$ cat config.mk
export PLATFORM = sky130hd
export DESIGN_NAME = frame_scanout_flat
export DESIGN_NICKNAME = d
export VERILOG_FILES = /design/src/rtl/video_pkg.sv /design/src/rtl/frame_scanout_if.sv /design/src/rtl/video_timing.sv /design/src/rtl/frame_scanout.sv /design/src/flat_wrapper.sv
export SDC_FILE = /design/constraint.sdc
export NUM_CORES = 1
export LEC_CHECK = 0
export BUFFER_PORTS_ARGS = -buffer_cell sky130_fd_sc_hd__clkbuf_2
export CAP_MARGIN = 20
export CORE_MARGIN = 2
export CORE_UTILIZATION = 40
export DETAILED_ROUTE_END_ITERATION = 10
export GPL_ROUTABILITY_DRIVEN = 1
export GPL_TIMING_DRIVEN = 0
export SLEW_MARGIN = 40
export SYNTH_ARGS = -nofsm -noshare
export SYNTH_HDL_FRONTEND = slang
export SYNTH_HIERARCHICAL = 1
export SYNTH_SLANG_ARGS = --single-unit
$ cat constraint.sdc
create_clock -name clk -period 2.25 [get_ports clk]
set_input_delay 0.1125 -clock clk [delete_from_list [all_inputs] [get_ports clk]]
set_output_delay 0.1125 -clock clk [all_outputs]
set_load 0.1 [all_outputs]
$ cat src/rtl/video_pkg.sv
// Shared video timing constants and the RGB332 -> RGB888 pixel expansion.
package video_pkg;

   localparam int unsigned H_ACTIVE = 640;
   localparam int unsigned H_FP     = 16;
   localparam int unsigned H_SYNC   = 96;
   localparam int unsigned H_BP     = 48;
   localparam int unsigned H_TOTAL  = H_ACTIVE + H_FP + H_SYNC + H_BP;

   localparam int unsigned V_ACTIVE = 480;
   localparam int unsigned V_FP     = 10;
   localparam int unsigned V_SYNC   = 2;
   localparam int unsigned V_BP     = 33;
   localparam int unsigned V_TOTAL  = V_ACTIVE + V_FP + V_SYNC + V_BP;

   localparam int unsigned ADDR_W   = 19;

   // Replicate the high bits of each channel so full-scale codes map to 0xFF.
   function automatic logic [23:0] rgb332_to_888(input logic [7:0] d);
      return {d[7:5], d[7:5], d[7:6],
              d[4:2], d[4:2], d[4:3],
              d[1:0], d[1:0], d[1:0], d[1:0]};
   endfunction

endpackage

$ cat src/rtl/frame_scanout_if.sv
// Frame-buffer read port plus the pixel stream toward the display encoder.
interface frame_scanout_if;

   logic [video_pkg::ADDR_W-1:0] rdaddress;
   logic [7:0]                   read_data;
   logic [23:0]                  rgb;
   logic                         de;
   logic                         hsync;
   logic                         vsync;
   logic                         frame_start;
   logic                         vblank;

   modport master (
      output rdaddress, rgb, de, hsync, vsync, frame_start, vblank,
      input  read_data
   );

   modport slave (
      input  rdaddress, rgb, de, hsync, vsync, frame_start, vblank,
      output read_data
   );

endinterface

$ cat src/rtl/video_timing.sv
// Stage-0 raster counters and the visible/sync/first-pixel flags derived from them.
module video_timing #(
   parameter int unsigned H_ACTIVE = 640,
   parameter int unsigned H_FP     = 16,
   parameter int unsigned H_SYNC   = 96,
   parameter int unsigned H_BP     = 48,
   parameter int unsigned V_ACTIVE = 480,
   parameter int unsigned V_FP     = 10,
   parameter int unsigned V_SYNC   = 2,
   parameter int unsigned V_BP     = 33,
   parameter int unsigned HW       = 10,
   parameter int unsigned VW       = 10
) (
   input  logic          clk,
   input  logic          reset_n,
   output logic [HW-1:0] h_cnt,
   output logic [VW-1:0] v_cnt,
   output logic          visible,
   output logic          hs_n,
   output logic          vs_n,
   output logic          first,
   output logic          vblank
);

   localparam int unsigned H_TOTAL = H_ACTIVE + H_FP + H_SYNC + H_BP;
   localparam int unsigned V_TOTAL = V_ACTIVE + V_FP + V_SYNC + V_BP;

   // Horizontal counter wraps each line; vertical counter advances on that wrap.
   always_ff @(posedge clk or negedge reset_n) begin
      if (!reset_n) begin
         h_cnt <= '0;
         v_cnt <= '0;
      end else if (h_cnt == HW'(H_TOTAL - 1)) begin
         h_cnt <= '0;
         v_cnt <= (v_cnt == VW'(V_TOTAL - 1)) ? '0 : v_cnt + 1'b1;
      end else begin
         h_cnt <= h_cnt + 1'b1;
      end
   end

   // Position decodes; syncs are active-low.
   always_comb begin
      visible = (h_cnt < HW'(H_ACTIVE)) && (v_cnt < VW'(V_ACTIVE));
      hs_n    = !((h_cnt >= HW'(H_ACTIVE + H_FP)) &&
                  (h_cnt <  HW'(H_ACTIVE + H_FP + H_SYNC)));
      vs_n    = !((v_cnt >= VW'(V_ACTIVE + V_FP)) &&
                  (v_cnt <  VW'(V_ACTIVE + V_FP + V_SYNC)));
      first   = (h_cnt == '0) && (v_cnt == '0);
      vblank  = (v_cnt >= VW'(V_ACTIVE));
   end

endmodule

$ cat src/rtl/frame_scanout.sv
// Scanout engine: raster timing, linear buffer addressing and a 2-stage
// pipeline that lines the sync/enable flags up with the registered read data.
module frame_scanout #(
   parameter int unsigned H_ACTIVE = video_pkg::H_ACTIVE,
   parameter int unsigned H_FP     = video_pkg::H_FP,
   parameter int unsigned H_SYNC   = video_pkg::H_SYNC,
   parameter int unsigned H_BP     = video_pkg::H_BP,
   parameter int unsigned V_ACTIVE = video_pkg::V_ACTIVE,
   parameter int unsigned V_FP     = video_pkg::V_FP,
   parameter int unsigned V_SYNC   = video_pkg::V_SYNC,
   parameter int unsigned V_BP     = video_pkg::V_BP
) (
   input  logic            clk,
   input  logic            reset_n,
   frame_scanout_if.master bus
);

   import video_pkg::*;

   localparam int unsigned H_TOTAL = H_ACTIVE + H_FP + H_SYNC + H_BP;
   localparam int unsigned V_TOTAL = V_ACTIVE + V_FP + V_SYNC + V_BP;
   localparam int unsigned HW      = $clog2(H_TOTAL);
   localparam int unsigned VW      = $clog2(V_TOTAL);

   logic [HW-1:0]     h_cnt;
   logic [VW-1:0]     v_cnt;
   logic              visible, hs_n, vs_n, first, vblank;
   logic [ADDR_W-1:0] pix_cnt, pix_next;
   logic              line_end, frame_end, pix_inc;
   logic              de1, hs1, vs1, fs1;
   logic [23:0]       rgb_q;
   logic              de_q, hsync_q, vsync_q, fs_q;

   video_timing #(
      .H_ACTIVE (H_ACTIVE), .H_FP (H_FP), .H_SYNC (H_SYNC), .H_BP (H_BP),
      .V_ACTIVE (V_ACTIVE), .V_FP (V_FP), .V_SYNC (V_SYNC), .V_BP (V_BP),
      .HW       (HW),       .VW   (VW)
   ) u_timing (
      .clk     (clk),
      .reset_n (reset_n),
      .h_cnt   (h_cnt),
      .v_cnt   (v_cnt),
      .visible (visible),
      .hs_n    (hs_n),
      .vs_n    (vs_n),
      .first   (first),
      .vblank  (vblank)
   );

   // Address steps only into a following visible pixel, so it holds the last
   // visible address through blanking and never runs past the final pixel.
   always_comb begin
      pix_next  = pix_cnt;
      line_end  = (h_cnt == HW'(H_TOTAL - 1));
      frame_end = line_end && (v_cnt == VW'(V_TOTAL - 1));
      pix_inc   = (visible && (h_cnt != HW'(H_ACTIVE - 1))) ||
                  (line_end && (v_cnt < VW'(V_ACTIVE - 1)));
      if (frame_end) begin
         pix_next = '0;
      end else if (pix_inc) begin
         pix_next = pix_cnt + 1'b1;
      end
   end

   // Linear pixel address register, driven straight onto the buffer port.
   always_ff @(posedge clk or negedge reset_n) begin
      if (!reset_n) begin
         pix_cnt <= '0;
      end else begin
         pix_cnt <= pix_next;
      end
   end

   // Stage 1: delay flags to line up with read_data.
   always_ff @(posedge clk or negedge reset_n) begin
      if (!reset_n) begin
         de1 <= 1'b0;
         hs1 <= 1'b1;
         vs1 <= 1'b1;
         fs1 <= 1'b0;
      end else begin
         de1 <= visible;
         hs1 <= hs_n;
         vs1 <= vs_n;
         fs1 <= first;
      end
   end

   // Stage 2: output registers, blanking forces black.
   always_ff @(posedge clk or negedge reset_n) begin
      if (!reset_n) begin
         rgb_q   <= '0;
         de_q    <= 1'b0;
         hsync_q <= 1'b1;
         vsync_q <= 1'b1;
         fs_q    <= 1'b0;
      end else begin
         rgb_q   <= de1 ? rgb332_to_888(bus.read_data) : 24'h000000;
         de_q    <= de1;
         hsync_q <= hs1;
         vsync_q <= vs1;
         fs_q    <= fs1;
      end
   end

   assign bus.rdaddress   = pix_cnt;
   assign bus.rgb         = rgb_q;
   assign bus.de          = de_q;
   assign bus.hsync       = hsync_q;
   assign bus.vsync       = vsync_q;
   assign bus.frame_start = fs_q;
   assign bus.vblank      = vblank;

endmodule

$ cat src/flat_wrapper.sv
// flat-port wrapper written by rule: the top's interface ports become plain ports
module frame_scanout_flat import video_pkg::*;
#(
   parameter int unsigned H_ACTIVE = video_pkg::H_ACTIVE,
   parameter int unsigned H_FP     = video_pkg::H_FP,
   parameter int unsigned H_SYNC   = video_pkg::H_SYNC,
   parameter int unsigned H_BP     = video_pkg::H_BP,
   parameter int unsigned V_ACTIVE = video_pkg::V_ACTIVE,
   parameter int unsigned V_FP     = video_pkg::V_FP,
   parameter int unsigned V_SYNC   = video_pkg::V_SYNC,
   parameter int unsigned V_BP     = video_pkg::V_BP
)
  (clk, reset_n, bus_rdaddress, bus_rgb, bus_de, bus_hsync, bus_vsync, bus_frame_start, bus_vblank, bus_read_data);
  frame_scanout_if bus_i ();
  input  logic clk;
  input  logic reset_n;
  output wire logic [$bits(bus_i.rdaddress)-1:0] bus_rdaddress;
  output wire logic [$bits(bus_i.rgb)-1:0] bus_rgb;
  output wire logic [$bits(bus_i.de)-1:0] bus_de;
  output wire logic [$bits(bus_i.hsync)-1:0] bus_hsync;
  output wire logic [$bits(bus_i.vsync)-1:0] bus_vsync;
  output wire logic [$bits(bus_i.frame_start)-1:0] bus_frame_start;
  output wire logic [$bits(bus_i.vblank)-1:0] bus_vblank;
  input wire logic [$bits(bus_i.read_data)-1:0] bus_read_data;
  assign bus_rdaddress = bus_i.rdaddress;
  assign bus_rgb = bus_i.rgb;
  assign bus_de = bus_i.de;
  assign bus_hsync = bus_i.hsync;
  assign bus_vsync = bus_i.vsync;
  assign bus_frame_start = bus_i.frame_start;
  assign bus_vblank = bus_i.vblank;
  assign bus_i.read_data = bus_read_data;
  frame_scanout #(.H_ACTIVE(H_ACTIVE), .H_FP(H_FP), .H_SYNC(H_SYNC), .H_BP(H_BP), .V_ACTIVE(V_ACTIVE), .V_FP(V_FP), .V_SYNC(V_SYNC), .V_BP(V_BP)) u_core (.clk(clk), .reset_n(reset_n), .bus(bus_i));
endmodule
==> flow_metrics.py <==
metrics = {
    "floorplan": {
        "start_util_pct": 40.8,
        "fp.dieW_um": 89.5,
        "dieArea_um2": 8020,
        "io_pins": 58,
        "core_um2": 7180,
        "rows": 31,
        "die_height_um": 89.5,
    },
    "sta": {
        "fin_ws_ns": 0.266,
        "drv_slew": 0,
        "worstMarginPinSlew_ns": 0.712,
        "rsz0062_at_grt": "no",
        "setup_viol": 0,
        "setup_tns_ns": 0,
        "whs_ns": 0.00995,
        "max-slew-margin-rel_pct": 51.9,
        "skew_ns": 0.00815,
        "hold_viol_final": 0,
        "finalCriticalPeriod_ns": 1.98,
        "period_share_pct": 88.2,
        "clock.fmax_ghz": 0.504,
    },
    "placed_design": {
        "post-place-ws_ns": 0.139,
        "dp_hpwl_um": 4420,
        "gp_congestion": 0.818,
        "port_buffers": 57,
    },
    "final_layout": {
        "final_common_cell": "clkbuf_2",
        "multi_input_area_um2": 1340,
        "antennaDiodeCount": 0,
        "fillers": 688,
        "syn_to_final_growth_pct": 21.6,
        "layout-drive-gt1-share_pct": 29.4,
        "nNetsFinal": 378,
        "regArea_um2": 1380,
        "layout_common_cells": "56 x clkbuf_2, 49 x dfrtp_1, 35 x nand2_1, 18 x buf_4, 18 x nand3_1",
    },
    "hold_path": {
        "hold_class": "in2reg",
        "min_from": "bus_read_data[0]",
    },
    "setup_path": {
        "critPathRequiredTime_ns": 2.49,
        "crit_arrival_ns": 2.22,
        "crit_path_start_kind": "register",
        "critPathLaunch": "u_core/u_timing/v_cnt[5]$_DFFE_PN0N_",
        "endpoint": "u_core/bus.rdaddress[9]$_DFFE_PN0P_",
        "reg2reg_from": "u_core/u_timing/v_cnt[5]$_DFFE_PN0N_",
        "critPathKind": "reg2reg",
        "crit_fanout": 10,
        "rrSetupSlack_ns": 0.27,
        "reg2reg_depth": 8,
        "worstReg2RegEnd": "u_core/bus.rdaddress[9]$_DFFE_PN0P_",
        "setup.worst_path.end_class": "register",
    },
    "global_route": {
        "gr-usage-met3_pct": 3.14,
        "grt_pass1_vias": 2060,
        "busiest_layer": "met2",
        "met2_usage_pct": 26.1,
        "grt_pass1_wl_um": 10100,
        "antenna_found_initial": 0,
        "grt_max_degree": 32,
        "grt_usage_pct": 16.1,
        "grtUsageMet1_pct": 22.1,
        "gr-total-overflow": 0,
    },
    "detailed_routing": {
        "routedWlPerCell_um": 13.4,
        "dr.first_iter.drc_count": 144,
        "vias": 2319,
        "drtPass1Iterations": 4,
        "drc_errors": 0,
        "wirelength_um": 6220,
        "via_per_inst": 5.01,
        "drtAntennaViolNets": 0,
    },
    "clock_tree": {
        "clock_latency_ns": 0.31,
        "cts_buffer_depth": 2,
        "cts_setup_buffers": 0,
        "numClockSinks": 55,
        "cts_max_level": 2,
        "cts_tree": "done",
        "cts-root-buf": "clkbuf_8",
        "cts_buffers": 5,
        "path_clk_slew_ns": 0.10,
    },
    "synth": {
        "avgSynthCellArea_um2": 10.0,
        "synth_edf_count": 0,
        "synth_area_um2": 2930,
        "seq_area_frac_synth_pct": 47.2,
        "postSynthNetCount": 307,
        "synth_cell_types": 47,
        "synth.ff_latch_count": 55,
        "async_flop_share_pct": 100,
        "yosysTopAreaCellShare_pct": 43.6,
        "yosysTopAreaCell": "dfrtp_1",
        "netlist_instances": 292,
        "synth-main-ff-cell": "dfrtp_1",
        "ys.warnings.count": 6,
        "ys_top_cells_by_area": "dfrtp_1 44%, mux2i_1 5.8%, buf_4 4.6%",
    },
    "power": {
        "switching_power_uw": 528,
        "power.internal_mw": 1.49,
        "p_per_area_nw_per_um2": 567,
        "seq_power_share_pct": 49.6,
        "p_leak_nw": 1.71,
        "p_comb_share_pct": 12.5,
        "peakVddDrop_uv": 258,
        "swShare_pct": 26.2,
        "power_frac_clock_pct": 37.9,
    },
    "status": {
        "outcome": "completed",
    },
    "job": {
        "maxCapViolCount": 0,
    },
}
power groups by stage:
stage                     sequential, mW  combinational [mW]  clock [mW]
after floorplan                     1.07               0.138           0
after global placement              1.02               0.241           0
after detailed placement            1.02               0.246           0
after CTS                           1.00               0.252       0.793
after global routing                1.00               0.264       0.837
final                               1.00               0.252       0.765
Yosys cell counts, types with 2 or more instances:
cell,number
a211oi_1,2
a21boi_0,2
a21oi_1,17
and2_1,11
and3_1,6
and3_2,2
and4b_1,2
buf_4,18
buf_6,3
dfrtp_1,51
dfstp_2,4
ha_1,5
inv_1,8
mux2i_1,17
nand2_1,35
nand2b_1,16
nand3_1,18
nand4_1,10
nor2_1,8
nor3_1,8
nor4_1,3
nor4b_1,2
o21ai_0,9
o31ai_1,2
or2_2,2
or4_1,2
xnor2_1,5
xor2_1,5
final cells by class:
cell class | count | share of cell area [%]
Clock buffer | 6 | 2.04
Sequential cell | 55 | 38.9
Timing Repair Buffer | 64 | 10.3
Buffer | 24 | 5.10
Tap cell | 99 | 3.48
Inverter | 8 | 0.844
Multi-Input combinational cell | 205 | 37.6
Clock inverter | 2 | 1.69
critical path, cell delays in order, from the launching register on:
cell,delay [ns]
dfrtp_1,0.48
and3_1,0.23
nand2_1,0.13
nand2b_2,0.11
a21oi_2,0.22
o31ai_4,0.16
buf_6,0.17
a21oi_1,0.20
mux2i_1,0.20
flip-flops by register name, summed over array words and instances, names as in the netlist, 8 cells and up:
register	count
u_core/bus.rgb	8
u_core/u_timing/v_cnt	10
u_core/u_timing/h_cnt	10
u_core/bus.rdaddress	19
kinds of logic (layout without fill, tap and decap cells):
logic type	after synthesis	after routing	synth area share, %
XOR/XNOR	10	10	2.99
multiplexers	18	18	6.20
AO/OA/AOI/OAI	40	40	8.94
flip-flops	55	55	47.2
AND/OR/NAND/NOR	132	132	25.3
adder cells (fa/ha/maj)	5	5	2.14
buffers and inverters	32	104	7.22
metrics by stage:
stage / utilization, % / cells / cell area [um2] / power [mW]
finish: 49.6 / 463 / 3560 / 2.02
global route: 49.6 / 463 / 3560 / 2.10
CTS: 49.3 / 461 / 3540 / 2.05
detailed placement: 46.9 / 449 / 3360 / 1.27
global placement: 46.6 / 448 / 3340 / 1.26
floorplan: - / 292 / 2930 / 1.21
per-layer routing:
layer | share of wire, % | vias to the layer above | wire, um
met5 | 0 | - | 0
met4 | 1.0 | 0 | 64
met3 | 3.8 | 7 | 237
met2 | 48 | 56 | 2960
met1 | 48 | 1100 | 2960
li1 | - | 1156 | -
timing repair:
item | in CTS | in global routing
setup endpoints to repair | 0 | 8
resized for setup | 0 | 1
hold endpoints to repair | 25 | 2
hold buffers | 4 | 2
worst min-delay path by stage:
stage	end	slack, ns	depth (start not counted)
6_report	u_core/bus.rgb[6]$_DFF_PN0_	0.01	2
5_1_grt	u_core/bus.rgb[6]$_DFF_PN0_	0.005	2
4_1_cts	u_core/bus.rgb[22]$_DFF_PN0_	0.001	2
3_5_place_dp	u_core/bus.rdaddress[15]$_DFFE_PN0P_	0.07	1
3_3_place_gp	u_core/bus.rgb[20]$_DFF_PN0_	0.33	2
2_1_floorplan	u_core/bus.de$_DFF_PN0_	-0.18	0
Note: power is estimated with default switching activity, not from simulation.
